**src/rtl/peripheral_ahb3_spram_master_if.sv**
```systemverilog
// AHB3-Lite bus bundle between the SPRAM master and its slave (or interconnect).
// The master modport drives the address/control/write-data signals; the slave
// modport returns read data, ready and response.
interface peripheral_ahb3_spram_master_if #(
  parameter int PLEN = 8,
  parameter int XLEN = 32
);

  logic            HSEL;
  logic [PLEN-1:0] HADDR;
  logic [XLEN-1:0] HWDATA;
  logic [XLEN-1:0] HRDATA;
  logic            HWRITE;
  logic [2:0]      HSIZE;
  logic [2:0]      HBURST;
  logic [3:0]      HPROT;
  logic [1:0]      HTRANS;
  logic            HMASTLOCK;
  logic            HREADY;
  logic            HRESP;

  modport master (
    output HSEL,
    output HADDR,
    output HWDATA,
    output HWRITE,
    output HSIZE,
    output HBURST,
    output HPROT,
    output HTRANS,
    output HMASTLOCK,
    input  HRDATA,
    input  HREADY,
    input  HRESP
  );

  modport slave (
    input  HSEL,
    input  HADDR,
    input  HWDATA,
    input  HWRITE,
    input  HSIZE,
    input  HBURST,
    input  HPROT,
    input  HTRANS,
    input  HMASTLOCK,
    output HRDATA,
    output HREADY,
    output HRESP
  );

endinterface

```
**src/rtl/peripheral_ahb3_spram_master.sv**
```systemverilog
// Single-outstanding AHB3-Lite initiator. Each accepted command becomes one
// SINGLE NONSEQ transfer; slave wait states and the two-cycle ERROR response
// are absorbed and a per-command ack/err status is returned. Misaligned
// commands are rejected locally without touching the bus.
//
// state | meaning
// ------+--------------------------------------------------------------
// IDLE  | ready for a command (rdy_o=1 unless the ack cycle is showing)
// ADDR  | NONSEQ address phase on the bus, waiting for HREADY
// DATA  | data phase, waiting for HREADY to complete (OKAY or ERROR)
// LERR  | misaligned command: ack_o/err_o visible for this one cycle
module peripheral_ahb3_spram_master #(
  parameter int         PLEN        = 8,
  parameter int         XLEN        = 32,
  parameter logic [3:0] HPROT_VALUE = 4'b0011
) (
  input  logic            HCLK,
  input  logic            HRESETn,

  input  logic            req_i,
  output logic            rdy_o,
  input  logic            we_i,
  input  logic [PLEN-1:0] addr_i,
  input  logic [2:0]      size_i,
  input  logic [XLEN-1:0] wdata_i,
  output logic            ack_o,
  output logic            err_o,
  output logic [XLEN-1:0] rdata_o,

  peripheral_ahb3_spram_master_if.master ahb
);

  localparam logic [1:0] ST_IDLE = 2'd0;
  localparam logic [1:0] ST_ADDR = 2'd1;
  localparam logic [1:0] ST_DATA = 2'd2;
  localparam logic [1:0] ST_LERR = 2'd3;

  localparam logic [1:0] HTRANS_IDLE   = 2'b00;
  localparam logic [1:0] HTRANS_NONSEQ = 2'b10;

  logic [1:0]      state_q,  state_d;
  logic [1:0]      htrans_q, htrans_d;
  logic            hsel_q,   hsel_d;
  logic [PLEN-1:0] haddr_q,  haddr_d;
  logic            hwrite_q, hwrite_d;
  logic [2:0]      hsize_q,  hsize_d;
  logic [XLEN-1:0] hwdata_q, hwdata_d;
  logic [XLEN-1:0] wdata_q,  wdata_d;
  logic            ack_q,    ack_d;
  logic            err_q,    err_d;
  logic [XLEN-1:0] rdata_q,  rdata_d;

  logic [PLEN-1:0] align_mask;
  logic            misaligned;

  // Low address bits that must be zero for the requested transfer size.
  assign align_mask = ~({PLEN{1'b1}} << size_i);
  assign misaligned = |(addr_i & align_mask);

  // The ack cycle is kept out of rdy_o so a new command is only taken the
  // cycle after ack_o, identically for bus completions and local rejects.
  assign rdy_o = (state_q == ST_IDLE) && !ack_q;

  // Next-state and output-register computation for the command FSM.
  always_comb begin
    state_d  = state_q;
    htrans_d = htrans_q;
    hsel_d   = hsel_q;
    haddr_d  = haddr_q;
    hwrite_d = hwrite_q;
    hsize_d  = hsize_q;
    hwdata_d = hwdata_q;
    wdata_d  = wdata_q;
    ack_d    = 1'b0;
    err_d    = 1'b0;
    rdata_d  = rdata_q;

    case (state_q)
      ST_IDLE: begin
        if (req_i && rdy_o) begin
          if (misaligned) begin
            // Rejected without bus activity; status shows while in LERR.
            state_d = ST_LERR;
            ack_d   = 1'b1;
            err_d   = 1'b1;
          end else begin
            state_d  = ST_ADDR;
            htrans_d = HTRANS_NONSEQ;
            hsel_d   = 1'b1;
            haddr_d  = addr_i;
            hwrite_d = we_i;
            hsize_d  = size_i;
            wdata_d  = wdata_i;
          end
        end
      end

      ST_ADDR: begin
        // Address-phase signals simply hold while the slave stalls.
        if (ahb.HREADY) begin
          state_d  = ST_DATA;
          htrans_d = HTRANS_IDLE;
          hsel_d   = 1'b0;
          if (hwrite_q) begin
            hwdata_d = wdata_q;
          end
        end
      end

      ST_DATA: begin
        // First ERROR cycle (HRESP=1, HREADY=0) needs no action: HTRANS is
        // already IDLE, so completion just waits for the HREADY=1 cycle.
        if (ahb.HREADY) begin
          state_d = ST_IDLE;
          ack_d   = 1'b1;
          err_d   = ahb.HRESP;
          if (!hwrite_q && !ahb.HRESP) begin
            rdata_d = ahb.HRDATA;
          end
        end
      end

      ST_LERR: begin
        state_d = ST_IDLE;
      end

      default: begin
        state_d  = ST_IDLE;
        htrans_d = HTRANS_IDLE;
        hsel_d   = 1'b0;
      end
    endcase
  end

  // State and registered outputs; reset drops any command in flight.
  always_ff @(posedge HCLK or negedge HRESETn) begin
    if (!HRESETn) begin
      state_q  <= ST_IDLE;
      htrans_q <= HTRANS_IDLE;
      hsel_q   <= 1'b0;
      haddr_q  <= '0;
      hwrite_q <= 1'b0;
      hsize_q  <= 3'd0;
      hwdata_q <= '0;
      wdata_q  <= '0;
      ack_q    <= 1'b0;
      err_q    <= 1'b0;
      rdata_q  <= '0;
    end else begin
      state_q  <= state_d;
      htrans_q <= htrans_d;
      hsel_q   <= hsel_d;
      haddr_q  <= haddr_d;
      hwrite_q <= hwrite_d;
      hsize_q  <= hsize_d;
      hwdata_q <= hwdata_d;
      wdata_q  <= wdata_d;
      ack_q    <= ack_d;
      err_q    <= err_d;
      rdata_q  <= rdata_d;
    end
  end

  assign ack_o   = ack_q;
  assign err_o   = err_q;
  assign rdata_o = rdata_q;

  assign ahb.HSEL      = hsel_q;
  assign ahb.HADDR     = haddr_q;
  assign ahb.HWDATA    = hwdata_q;
  assign ahb.HWRITE    = hwrite_q;
  assign ahb.HSIZE     = hsize_q;
  assign ahb.HTRANS    = htrans_q;
  assign ahb.HBURST    = 3'b000;
  assign ahb.HPROT     = HPROT_VALUE;
  assign ahb.HMASTLOCK = 1'b0;

endmodule

```
**src/flat_wrapper.sv**
```systemverilog
// flat-port wrapper written by rule: the top's interface ports become plain ports
module peripheral_ahb3_spram_master_flat 
#(
  parameter int         PLEN        = 8,
  parameter int         XLEN        = 32,
  parameter logic [3:0] HPROT_VALUE = 4'b0011
)
  (HCLK, HRESETn, req_i, rdy_o, we_i, addr_i, size_i, wdata_i, ack_o, err_o, rdata_o, ahb_HSEL, ahb_HADDR, ahb_HWDATA, ahb_HWRITE, ahb_HSIZE, ahb_HBURST, ahb_HPROT, ahb_HTRANS, ahb_HMASTLOCK, ahb_HRDATA, ahb_HREADY, ahb_HRESP);
  peripheral_ahb3_spram_master_if #(.PLEN(PLEN), .XLEN(XLEN)) ahb_i ();
  input  logic HCLK;
  input  logic HRESETn;
  input  logic req_i;
  output logic rdy_o;
  input  logic we_i;
  input  logic [PLEN-1:0] addr_i;
  input  logic [2:0] size_i;
  input  logic [XLEN-1:0] wdata_i;
  output logic ack_o;
  output logic err_o;
  output logic [XLEN-1:0] rdata_o;
  output wire logic [$bits(ahb_i.HSEL)-1:0] ahb_HSEL;
  output wire logic [$bits(ahb_i.HADDR)-1:0] ahb_HADDR;
  output wire logic [$bits(ahb_i.HWDATA)-1:0] ahb_HWDATA;
  output wire logic [$bits(ahb_i.HWRITE)-1:0] ahb_HWRITE;
  output wire logic [$bits(ahb_i.HSIZE)-1:0] ahb_HSIZE;
  output wire logic [$bits(ahb_i.HBURST)-1:0] ahb_HBURST;
  output wire logic [$bits(ahb_i.HPROT)-1:0] ahb_HPROT;
  output wire logic [$bits(ahb_i.HTRANS)-1:0] ahb_HTRANS;
  output wire logic [$bits(ahb_i.HMASTLOCK)-1:0] ahb_HMASTLOCK;
  input wire logic [$bits(ahb_i.HRDATA)-1:0] ahb_HRDATA;
  input wire logic [$bits(ahb_i.HREADY)-1:0] ahb_HREADY;
  input wire logic [$bits(ahb_i.HRESP)-1:0] ahb_HRESP;
  assign ahb_HSEL = ahb_i.HSEL;
  assign ahb_HADDR = ahb_i.HADDR;
  assign ahb_HWDATA = ahb_i.HWDATA;
  assign ahb_HWRITE = ahb_i.HWRITE;
  assign ahb_HSIZE = ahb_i.HSIZE;
  assign ahb_HBURST = ahb_i.HBURST;
  assign ahb_HPROT = ahb_i.HPROT;
  assign ahb_HTRANS = ahb_i.HTRANS;
  assign ahb_HMASTLOCK = ahb_i.HMASTLOCK;
  assign ahb_i.HRDATA = ahb_HRDATA;
  assign ahb_i.HREADY = ahb_HREADY;
  assign ahb_i.HRESP = ahb_HRESP;
  peripheral_ahb3_spram_master #(.PLEN(PLEN), .XLEN(XLEN), .HPROT_VALUE(HPROT_VALUE)) u_core (.HCLK(HCLK), .HRESETn(HRESETn), .req_i(req_i), .rdy_o(rdy_o), .we_i(we_i), .addr_i(addr_i), .size_i(size_i), .wdata_i(wdata_i), .ack_o(ack_o), .err_o(err_o), .rdata_o(rdata_o), .ahb(ahb_i));
endmodule
```
**config.mk**
```make
export PLATFORM = sky130hd
export DESIGN_NAME = peripheral_ahb3_spram_master_flat
export DESIGN_NICKNAME = d
export VERILOG_FILES = /design/src/rtl/peripheral_ahb3_spram_master_if.sv /design/src/rtl/peripheral_ahb3_spram_master.sv /design/src/flat_wrapper.sv
export SDC_FILE = /design/constraint.sdc
export NUM_CORES = 1
export LEC_CHECK = 0
export BUFFER_PORTS_ARGS = -buffer_cell sky130_fd_sc_hd__buf_4
export CAP_MARGIN = 20
export CORE_MARGIN = 1
export CORE_UTILIZATION = 35
export DETAILED_ROUTE_END_ITERATION = 8
export GPL_TIMING_DRIVEN = 0
export PLACE_DENSITY = 0.61
export SYNTH_ARGS = -nofsm -noshare
export SYNTH_HDL_FRONTEND = slang
export SYNTH_SLANG_ARGS = --single-unit
```
**constraint.sdc**
```tcl
create_clock -name HCLK -period 1.9 [get_ports HCLK]
set_clock_uncertainty 0.15 [all_clocks]
set_input_delay 0.38 -clock HCLK [delete_from_list [all_inputs] [get_ports HCLK]]
set_output_delay 0.38 -clock HCLK [all_outputs]
set_load 0.005 [all_outputs]
```
==> flow_summary.json <==
{
  "slew_viol_final": 0,
  "worst_slew_pin_slew_ns": 0.584,
  "multi_input_area_mm2": 0.00160,
  "ctsLongestPathBuffers": 2,
  "rrSetupSlack_ns": -0.07,
  "hpwlAfterDp_um": 6720,
  "die-width_um": 116,
  "port_buffers": 161,
  "die_height_um": 116,
  "crit_required_ns": 2.03,
  "hold_depth": 2,
  "hold_ws_ns": 0.0553,
  "numCtsBuffers": 17,
  "vias": 2972,
  "drt_wl_total_um": 9950,
  "gr-total-overflow": 0,
  "wl_per_cell_um": 15.0,
  "maxSlewHeadroom_pct": 61.0,
  "ant_nets": 0,
  "peakVddDrop_v": 0.000951,
  "gp_congestion": 0.664,
  "cp_data_arrival_time_ns": 2.12,
  "yosysWarningCount": 0,
  "pin_count": 171,
  "p_leak_uw": 0.00363,
  "ys_ff_latch": 113,
  "timing.rr.end": "u_core.wdata_q[11]",
  "layout_min_cycle_time_ns": 1.99,
  "worst_setup_path_end_kind": "register",
  "dieArea_mm2": 0.0135,
  "drive_above_1_share_pct": 71.4,
  "violations": "setup timing",
  "maxCapViolations": 0,
  "cts_tree": "done",
  "hp-class": "in -> reg",
  "detailedRoute.firstIterationViolations": 67,
  "drc": 0,
  "vias_per_cell": 4.47,
  "rr_worst_depth": 6,
  "clock_sinks": 113,
  "p_per_area_mw_per_mm2": 1630,
  "status": "finished with violations",
  "setup-violations-final": 66,
  "antenna_found_initial": 0,
  "hp-start": "ahb_HRDATA[11]",
  "start_util_pct": 36.0,
  "r2r-start": "u_core.ack_o",
  "finalCritPeriodShare_pct": 105,
  "syn2layout_area_growth_pct": 54.5,
  "crit_path_start_kind": "primary input",
  "nNetsFinal": 561,
  "track_usage_pct": 15.2,
  "finalHoldViolations": 0,
  "cts_root_buf": "clkbuf_16",
  "grt_pass1_wl_um": 15100,
  "rows": 41,
  "fmax_mhz": 503,
  "setup_ws_ns": -0.0863,
  "grt_pass1_vias": 3030,
  "ys_seq_area_share_pct": 62.0,
  "critPathKind": "in -> reg",
  "synth.distinct_cells": 28,
  "grt_setup_unrepaired": "yes",
  "syn_inst": 274,
  "num-fill-cells": 1046,
  "clkTransAtPathRegs_ns": 0.05,
  "core_area_mm2": 0.0127,
  "placed_cell_area_mm2": 0.00604,
  "htreeDepth": 4,
  "clock_latency_ns": 0.40,
  "synthesis.area_mm2": 0.00456,
  "fin_area_mm2": 0.00705,
  "seq_area_mm2": 0.00283,
  "whs_endpoint": "u_core.rdata_o[11]",
  "firstDrtPassIters": 4,
  "crit_fanout": 10,
  "synth_area_per_cell_um2": 16.6,
  "num_antenna_cells": 0,
  "grt_start_max_net_pins": 72
}
==> cells in the mapped netlist <==
cell	number	area share [%]
o21a_1	2	0.33
inv_1	2	0.16
a21boi_0	1	0.16
nand2b_1	2	0.27
buf_12	4	1.8
clkbuf_1	1	0.082
a211oi_1	1	0.16
nor3_1	2	0.22
maj3_2	1	0.25
or4_1	1	0.16
o22ai_1	1	0.14
a21oi_1	3	0.33
nor2_1	2	0.16
dfrtp_1	113	62
o22a_1	1	0.19
conb_1	2	0.16
o311ai_0	1	0.19
buf_6	1	0.25
nand3b_1	1	0.16
nor2b_1	1	0.14
mux2_4	39	13
buf_1	6	0.49
or3_1	1	0.14
nand2_1	4	0.33
buf_4	10	1.6
nand3_1	1	0.11
o21ai_0	1	0.11
mux2_2	69	17
==> worst max path at each step <==
stage	from	endpoint	slack (ns)	cells past startpoint
2_1_floorplan	addr_i[0]	u_core.ahb.HADDR[0]	-0.33	6
3_3_place_gp	size_i[0]	u_core.wdata_q[22]	-0.53	7
3_5_place_dp	size_i[0]	u_core.wdata_q[18]	-0.53	7
4_1_cts	u_core.ack_o	u_core.wdata_q[8]	-0.07	6
5_1_grt	u_core.ack_o	u_core.wdata_q[7]	-0.13	6
6_report	addr_i[0]	u_core.wdata_q[11]	-0.09	7
==> cells in the final DEF (no fill, tap or decap), types with 4 or more instances in the layout <==
cell        instances
mux2_4             40
buf_6               5
conb_1              9
bufinv_16           6
mux2_2             68
buf_4             180
buf_12              5
clkbuf_16          20
dfrtp_1           111
clkinvlp_4          4
==> state kept, by name (all words and copies together) (netlist names) <==
signal / cells
u_core.ack_o: 1
u_core.ahb.HADDR: 8
u_core.ahb.HSIZE: 3
u_core.ahb.HTRANS: 1
u_core.ahb.HWDATA: 32
u_core.ahb.HWRITE: 1
u_core.err_o: 1
u_core.rdata_o: 32
u_core.state_q: 2
u_core.wdata_q: 32
==> cell type report <==
class | count | share of cell area (%)
Buffer | 21 | 3.34
Clock buffer | 19 | 6.43
Clock inverter | 13 | 3.30
Inverter | 2 | 0.107
Multi-Input combinational cell | 144 | 22.7
Sequential cell | 113 | 40.2
Tap cell | 172 | 3.05
Timing Repair Buffer | 181 | 20.9
==> critical path, cell delays in order <==
cell    delay, ns
buf_6        0.10
maj3_2       0.29
o22a_1       0.17
or4_4        0.55
buf_12       0.17
buf_12       0.15
mux2_4       0.30
==> layer usage <==
layer | up-vias | wire length, um | track usage [%]
met4 | 0 | 116 | 6.15
met3 | 9 | 888 | 6.85
met5 | - | 0 | 0
li1 | 1363 | - | -
met1 | 1474 | 4030 | 17.6
met2 | 126 | 4910 | 24.8
==> through the flow <==
step                      cells  utilization [%]  TNS (ns)  power (uW)  setup slack [ns]
after floorplan             281                -    -13.68        5770            -0.328
after global placement      614             47.5    -34.41        7480            -0.532
after detailed placement    615             47.7    -37.53        7590            -0.533
after CTS                   659             54.5     -2.12       11500           -0.0656
after global routing        665             55.6     -6.20       12200            -0.125
final                       665             55.6     -3.24       11500           -0.0863
==> power by group <==
group | internal (uW) | total [uW] | switching [uW]
registers | 3590 | 4220 | 633
logic | 2550 | 3620 | 1080
clock network | 2530 | 3620 | 1100
total | 8660 | 11500 | 2810
==> kinds of logic after synthesis <==
group | Yosys count | share of synthesized area (%)
other | 2 | 0.165
multiplexers | 108 | 29.9
flip-flops | 113 | 62.0
AO/OA/AOI/OAI | 11 | 1.62
adder cells (fa/ha/maj) | 1 | 0.247
AND/OR/NAND/NOR | 15 | 1.70
buffers and inverters | 24 | 4.39
==> what timing repair did <==
action	4_1_cts	5_1_grt
resized for setup	22	13
cloned	1	3
pin swaps	1	0
hold buffers	1	0
setup buffers	11	3
hold endpoints to repair	42	0
setup endpoints to repair	104	101
No activity file was read; power rests on OpenSTA's default activity.
